File: config.mk
export PLATFORM = sky130hd
export DESIGN_NAME = mul_div_unit
export DESIGN_NICKNAME = d
export VERILOG_FILES = /design/src/rtl/mdu_pkg.sv /design/src/rtl/mdu_operand_prep.sv /design/src/rtl/mul_div_unit.sv
export SDC_FILE = /design/constraint.sdc
export NUM_CORES = 1
export LEC_CHECK = 0
export ABC_AREA = 1
export BUFFER_PORTS_ARGS = -buffer_cell sky130_fd_sc_hd__buf_4
export CAP_MARGIN = 20
export CORE_UTILIZATION = 30
export DETAILED_ROUTE_END_ITERATION = 12
export PLACE_DENSITY_LB_ADDON = 0.15
export SYNTH_ARGS = -nofsm -noshare
export SYNTH_HDL_FRONTEND = slang
export SYNTH_SLANG_ARGS = --single-unit
File: constraint.sdc
create_clock -name clk -period 6.9 [get_ports clk]
set_clock_uncertainty 0.2 [all_clocks]
set_input_delay 0 -clock clk [delete_from_list [all_inputs] [get_ports clk]]
set_output_delay 0 -clock clk [all_outputs]
set_load 0.01 [all_outputs]
File: src/rtl/mdu_pkg.sv
// mdu_pkg: shared types and constants for the RV32M multiply/divide unit.
//   XLEN / CNT_W : operand width and iteration counter width
//   mdu_op_e     : funct3 encodings of the M-extension ops
//   mdu_state_e  : sequencer states
//   DIV0_QUOT / INT_MIN : special-case result constants
package mdu_pkg;

    localparam int unsigned XLEN  = 32;
    localparam int unsigned CNT_W = 5;

    localparam logic [31:0] DIV0_QUOT = 32'hFFFF_FFFF;
    localparam logic [31:0] INT_MIN   = 32'h8000_0000;

    typedef enum logic [2:0] {
        OP_MUL    = 3'd0,
        OP_MULH   = 3'd1,
        OP_MULHSU = 3'd2,
        OP_MULHU  = 3'd3,
        OP_DIV    = 3'd4,
        OP_DIVU   = 3'd5,
        OP_REM    = 3'd6,
        OP_REMU   = 3'd7
    } mdu_op_e;

    typedef enum logic [1:0] {
        IDLE  = 2'd0,
        CALC  = 2'd1,
        FIXUP = 2'd2,
        DONE  = 2'd3
    } mdu_state_e;

endpackage

File: src/rtl/mdu_operand_prep.sv
// mdu_operand_prep: combinational operand conditioning for the multiply/divide unit.
//   i_op        : funct3 of the M-op
//   i_a / i_b   : raw rs1 / rs2 data
//   o_sign_a/b  : operand is treated as signed and is negative
//   o_abs_a/b   : magnitude of each operand under the op's signedness
//   o_div0      : divide/remainder by zero
//   o_ovf       : signed INT_MIN / -1 overflow (DIV/REM only)
module mdu_operand_prep
    import mdu_pkg::*;
#(
    parameter int unsigned XLEN = mdu_pkg::XLEN
) (
    input  logic [2:0]      i_op,
    input  logic [XLEN-1:0] i_a,
    input  logic [XLEN-1:0] i_b,
    output logic            o_sign_a,
    output logic            o_sign_b,
    output logic [XLEN-1:0] o_abs_a,
    output logic [XLEN-1:0] o_abs_b,
    output logic            o_div0,
    output logic            o_ovf
);

    mdu_op_e w_op;
    logic    w_signed_a;
    logic    w_signed_b;

    assign w_op = mdu_op_e'(i_op);

    always_comb begin
        w_signed_a = (w_op == OP_MULH) || (w_op == OP_MULHSU) ||
                     (w_op == OP_DIV)  || (w_op == OP_REM);
        w_signed_b = (w_op == OP_MULH) || (w_op == OP_DIV) || (w_op == OP_REM);

        o_sign_a = w_signed_a & i_a[XLEN-1];
        o_sign_b = w_signed_b & i_b[XLEN-1];
        o_abs_a  = o_sign_a ? (~i_a + 1'b1) : i_a;
        o_abs_b  = o_sign_b ? (~i_b + 1'b1) : i_b;

        o_div0 = i_op[2] && (i_b == '0);
        o_ovf  = ((w_op == OP_DIV) || (w_op == OP_REM)) &&
                 (i_a == INT_MIN) && (i_b == DIV0_QUOT);
    end

endmodule

File: src/rtl/mul_div_unit.sv
// mul_div_unit: iterative RV32M multiply/divide unit (radix-2 shift-add multiply,
// restoring divide), one iteration per clock, XLEN iterations per op.
//   clk/rst            : core clock, asynchronous active-high reset
//   i_start            : decoder flags an M-op; held high while stalled
//   i_op               : funct3
//   i_rs1_data/rs2_data: register file operands, latched on acceptance
//   o_stall            : hold PC / suppress write-back while busy
//   o_done             : single-cycle pulse, o_result valid for write-back
//   o_result           : registered result, holds until the next op completes
module mul_div_unit
    import mdu_pkg::*;
#(
    parameter int unsigned XLEN  = mdu_pkg::XLEN,
    parameter int unsigned CNT_W = mdu_pkg::CNT_W
) (
    input  logic            clk,
    input  logic            rst,
    input  logic            i_start,
    input  logic [2:0]      i_op,
    input  logic [XLEN-1:0] i_rs1_data,
    input  logic [XLEN-1:0] i_rs2_data,
    output logic            o_stall,
    output logic            o_done,
    output logic [XLEN-1:0] o_result
);

    mdu_state_e        r_state;
    mdu_state_e        w_state_next;
    mdu_op_e           r_op;
    logic              r_sign_a;
    logic              r_sign_b;
    logic [CNT_W-1:0]  r_cnt;
    // Multiply: {r_hi, r_lo} is the product, r_lo starts as the multiplier.
    // Divide: r_hi is the partial remainder, r_lo shifts dividend out / quotient in.
    logic [XLEN-1:0]   r_hi;
    logic [XLEN-1:0]   r_lo;
    logic [XLEN-1:0]   r_opnd;
    logic [XLEN-1:0]   r_result;

    logic              w_sign_a;
    logic              w_sign_b;
    logic [XLEN-1:0]   w_abs_a;
    logic [XLEN-1:0]   w_abs_b;
    logic              w_div0;
    logic              w_ovf;
    logic              w_special;
    logic [XLEN-1:0]   w_special_res;

    logic [XLEN:0]     w_sum;
    logic [XLEN:0]     w_shift;
    logic              w_ge;
    logic [XLEN-1:0]   w_hi_step;
    logic [XLEN-1:0]   w_lo_step;

    logic [2*XLEN-1:0] w_prod;
    logic [XLEN-1:0]   w_quo;
    logic [XLEN-1:0]   w_rem;
    logic [XLEN-1:0]   w_fix_res;

    mdu_operand_prep #(
        .XLEN (XLEN)
    ) u_prep (
        .i_op     (i_op),
        .i_a      (i_rs1_data),
        .i_b      (i_rs2_data),
        .o_sign_a (w_sign_a),
        .o_sign_b (w_sign_b),
        .o_abs_a  (w_abs_a),
        .o_abs_b  (w_abs_b),
        .o_div0   (w_div0),
        .o_ovf    (w_ovf)
    );

    assign w_special = w_div0 | w_ovf;

    // i_op[1] separates REM/REMU from DIV/DIVU among the divide ops.
    always_comb begin
        if (w_div0) begin
            w_special_res = i_op[1] ? i_rs1_data : DIV0_QUOT;
        end else begin
            w_special_res = i_op[1] ? '0 : INT_MIN;
        end
    end

    // One iteration of the selected algorithm.
    always_comb begin
        w_sum   = {1'b0, r_hi} + (r_lo[0] ? {1'b0, r_opnd} : '0);
        w_shift = {r_hi, r_lo[XLEN-1]};
        w_ge    = w_shift >= {1'b0, r_opnd};
        if (r_op[2]) begin
            // The restored difference is below the divisor, so XLEN bits suffice.
            w_hi_step = w_ge ? (w_shift[XLEN-1:0] - r_opnd) : w_shift[XLEN-1:0];
            w_lo_step = {r_lo[XLEN-2:0], w_ge};
        end else begin
            w_hi_step = w_sum[XLEN:1];
            w_lo_step = {w_sum[0], r_lo[XLEN-1:1]};
        end
    end

    // Sign correction; sign flags are only ever set for ops that need them.
    always_comb begin
        w_prod = {r_hi, r_lo};
        if (r_sign_a ^ r_sign_b) begin
            w_prod = ~w_prod + 1'b1;
        end
        w_quo = (r_sign_a ^ r_sign_b) ? (~r_lo + 1'b1) : r_lo;
        w_rem = r_sign_a ? (~r_hi + 1'b1) : r_hi;
        unique case (r_op)
            OP_MUL:                        w_fix_res = w_prod[XLEN-1:0];
            OP_MULH, OP_MULHSU, OP_MULHU:  w_fix_res = w_prod[2*XLEN-1:XLEN];
            OP_DIV, OP_DIVU:               w_fix_res = w_quo;
            default:                       w_fix_res = w_rem;
        endcase
    end

    // FSM: state register
    always_ff @(posedge clk or posedge rst) begin
        if (rst) begin
            r_state <= IDLE;
        end else begin
            r_state <= w_state_next;
        end
    end

    // FSM: next state
    always_comb begin
        w_state_next = r_state;
        unique case (r_state)
            IDLE:    if (i_start) w_state_next = w_special ? DONE : CALC;
            CALC:    if (r_cnt == CNT_W'(XLEN - 1)) w_state_next = FIXUP;
            FIXUP:   w_state_next = DONE;
            default: w_state_next = IDLE;
        endcase
    end

    // FSM: outputs; stall is combinational so the accepting cycle already stalls.
    always_comb begin
        o_stall  = ((r_state == IDLE) && i_start) || (r_state == CALC) || (r_state == FIXUP);
        o_done   = (r_state == DONE);
        o_result = r_result;
    end

    // Datapath
    always_ff @(posedge clk or posedge rst) begin
        if (rst) begin
            r_op     <= OP_MUL;
            r_sign_a <= 1'b0;
            r_sign_b <= 1'b0;
            r_cnt    <= '0;
            r_hi     <= '0;
            r_lo     <= '0;
            r_opnd   <= '0;
            r_result <= '0;
        end else begin
            unique case (r_state)
                IDLE: begin
                    if (i_start) begin
                        r_op     <= mdu_op_e'(i_op);
                        r_sign_a <= w_sign_a;
                        r_sign_b <= w_sign_b;
                        r_cnt    <= '0;
                        r_hi     <= '0;
                        r_lo     <= i_op[2] ? w_abs_a : w_abs_b;
                        r_opnd   <= i_op[2] ? w_abs_b : w_abs_a;
                        if (w_special) begin
                            r_result <= w_special_res;
                        end
                    end
                end
                CALC: begin
                    r_cnt <= r_cnt + CNT_W'(1);
                    r_hi  <= w_hi_step;
                    r_lo  <= w_lo_step;
                end
                FIXUP: begin
                    r_result <= w_fix_res;
                end
                default: ;
            endcase
        end
    end

endmodule

==> flow_metrics.env <==
export IMPL_root_buffer="clkbuf_16"
export IMPL_drive_above_1_share_pct=6.86
export IMPL_area_growth_pct=16.3
export IMPL_post_route_period_util_pct=53.6
export IMPL_yosysSeqAreaShare_pct=19.1
export IMPL_final_nets=3633
export IMPL_place_ws_ns=2.99
export IMPL_async_flop_share_pct=100
export IMPL_drt_first_pass_iters=6
export IMPL_chipWidth_um=249
export IMPL_slowest_delay_ns=0.58
export IMPL_crit_slowest_cell="dlygate4sd3_1"
export IMPL_final_antenna_net_count=0
export IMPL_vdd_drop_max_uv=243
export IMPL_p_sw_mw=7.03
export IMPL_ios=104
export IMPL_maxSlewHeadroom_pct=36.2
export IMPL_rsz0062_at_grt="false"
export IMPL_synth_top_area_share_pct=22.3
export IMPL_worstPathRequired_ns=7.05
export IMPL_grtUsageTotal_pct=30.1
export IMPL_vias_per_cell=5.29
export IMPL_htreeDepth=4
export IMPL_seqCellArea_um2=3500
export IMPL_fin_setup_tns_ns=0
export IMPL_p_comb_share_pct=73.1
export IMPL_synth_area_um2=18400
export IMPL_setup_ws_ns=3.20
export IMPL_cp_max_fo=29
export IMPL_worstSetupPathType="input pin to flip-flop"
export IMPL_worst_pin_slew_ns=0.954
export IMPL_syn_area_per_cell_um2=5.47
export IMPL_wl_per_cell_um=22.0
export IMPL_die_area_um2=62200
export IMPL_cts_resized=0
export IMPL_fin_crit_ns=3.70
export IMPL_postCtsSetupBuffers=0
export IMPL_p_total_mw=11.4
export IMPL_cts_num_sinks=140
export IMPL_cts_buffer_depth=2
export IMPL_core_area_um2=60400
export IMPL_synth_common_cells="nand2_1 (1,092), nor2_1 (489), inv_1 (422)"
export IMPL_clk_pin_slew_worst_paths_ns=0.06
export IMPL_first_iter_violations=2349
export IMPL_fin_cells=4280
export IMPL_cpMostUsedCell="nand2_1"
export IMPL_end_kind="flip-flop"
export IMPL_cts_made_buffers=17
export IMPL_power_density_nw_per_um2=535
export IMPL_maxCapViolations=0
export IMPL_antenna_found_initial=3
export IMPL_multi_input_area_um2=12700
export IMPL_fmax_mhz=270
export IMPL_p_leak_nw=11.1
export IMPL_dr_total_vias=22660
export IMPL_synth_cell_types=49
export IMPL_yosysTopAreaCell="nand2_1"
export IMPL_grt_max_degree=64
export IMPL_grt_overflow_total=0
export IMPL_setup_viol_count_final=0
export IMPL_power_share_clock_pct=9.2
export IMPL_critPathArrivalTime_ns=3.85
export IMPL_seqPwrFrac_pct=17.7
export IMPL_post_dp_hpwl_mm=76.4
export IMPL_cp_cell_sequence="dlygate4sd3_1 > buf_4 > nor2_1 > inv_1 > o21ai_1 > nand2_1 > buf_4 > inv_2 > nand2_1 > nand2_1 > dlygate4sd3_1 > nand2_1 > dlygate4sd3_1 > nand2_1 > nand2_1 > dlygate4sd3_1"
export IMPL_final_core_util_pct=35.4
export IMPL_status="finished, final reports clean"
export IMPL_hp_class="input pin to flip-flop"
export IMPL_netlist_instances=3355
export IMPL_yosys_top_cells_area="nand2_1 (22%), dfrtp_1 (19%), nor2_1 (10%)"
export IMPL_die_h_um=249
export IMPL_hold_violations=0
export IMPL_power_switching_share_pct=61.5
export IMPL_syn_nets=3503
export IMPL_synth_ff_type="dfrtp_1"
export IMPL_drc=0
export IMPL_first_global_vias=21095
export IMPL_gp_congestion=1.01
export IMPL_fp_row_count=90
export IMPL_maxSlewViolCount=0
export IMPL_cts_tree="yes"
export IMPL_synth_most_common_cell="nand2_1"
export IMPL_port_buffers=103
export IMPL_worst_setup_path_start_kind="input pin"
export IMPL_drt_wl_total_mm=94.3
export IMPL_insertion_delay_ns=0.48
export IMPL_ys_warn_count=0
export IMPL_grt_pass1_wl_mm=139
export IMPL_synth_edf_count=0
export IMPL_dpl_cell_count=4159
export IMPL_num_fill_cells=6998
export IMPL_synth_seq_cells=140
export IMPL_p_int_mw=4.39
export IMPL_start_util_pct=30.4
==> cell families (layout without fill, tap and decap cells) <==
logic type	after synthesis	in the layout	synth area share, %
other cells	0	1	0
fa+ha+maj	78	78	5.40
xor+xnor	54	54	2.58
simple gates	2083	2083	47.3
buf+inv	556	698	11.9
flops	140	140	19.1
compound gates	444	444	13.7
==> critical path: cells and delay by family <==
kind                   cells  cell delay, ns
buffers and inverters      8            3.02
and+or+nand+nor            7            0.61
AOI/OAI and AO/OA          1            0.19
==> power groups by stage <==
stage               logic, mW  clock network, mW  registers [mW]
global route             9.22               1.08            2.05
floorplan                5.52                  0            1.60
detailed placement       8.02                  0            2.00
global placement         8.07                  0            2.00
finish                   8.34               1.05            2.02
CTS                      8.16               1.06            1.98
==> layer usage <==
metal | up-vias | global-route usage, % | wire (um)
met5 | - | 0 | 0
met4 | 0 | 13.1 | 4120
met3 | 159 | 3.60 | 5910
met2 | 884 | 45.3 | 40500
met1 | 10592 | 42.8 | 43800
li1 | 11025 | - | -
==> per-stage QoR <==
stage	hold slack (ns)	area, um^2
2_1_floorplan	-0.0345	18400
3_3_place_gp	-0.183	19800
3_5_place_dp	-0.184	19800
4_1_cts	0.00112	21300
5_1_grt	0.0496	21300
6_report	0.0149	21400
==> cells in the final DEF, fill, tap and decap left out, drive strengths merged, types with 24 or more instances in the layout <==
cell         count
nor2           506
ha              76
nor3            24
dfrtp          140
o21ai          170
nand3          349
xor2            44
nand4           69
a21oi          181
inv            450
o211ai          37
dlygate4sd3     88
buf            127
nand2         1101
==> state kept, by name, indices dropped and copies added (netlist names) <==
| register | cells |
|---|---|
| o_result | 32 |
| r_hi | 32 |
| r_lo | 32 |
| r_opnd | 32 |
| r_cnt | 5 |
| r_op | 3 |
| r_state | 2 |
| r_sign_a | 1 |
| r_sign_b | 1 |
==> what timing repair did <==
item                                    in CTS  in global routing
endpoints found under the setup margin       0                  0
hold endpoints to repair                   229                  0
hold buffers                                88                  0
==> final cells by class <==
type	count	share of cell area [%]
Sequential cell	140	16.4
Clock buffer	18	2.06
Tap cell	782	4.58
Antenna cell	1	0.0117
Timing Repair Buffer	215	8.68
Clock inverter	13	0.891
Inverter	452	7.97
Multi-Input combinational cell	2659	59.4
==> final timing paths <==
path,to,slack (ns),from,cells past startpoint
worst min-delay path,r_lo[0]$_DFFE_PP0P_,0.01,i_rs1_data[0],6
max in group asynchronous,r_lo[26]$_DFFE_PP0P_,4.91,rst,5
worst min register to register,o_result[3]$_DFFE_PP0P_,0.29,o_result[3]$_DFFE_PP0P_,2
worst max register to register,r_hi[27]$_DFFE_PP0P_,3.27,r_lo[0]$_DFFE_PP0P_,16
min in group asynchronous,o_result[14]$_DFFE_PP0P_,0.48,rst,4
worst max-delay path,r_opnd[20]$_DFFE_PP0P_,3.20,i_op[0],16
Note: power is estimated with default switching activity, not from simulation.
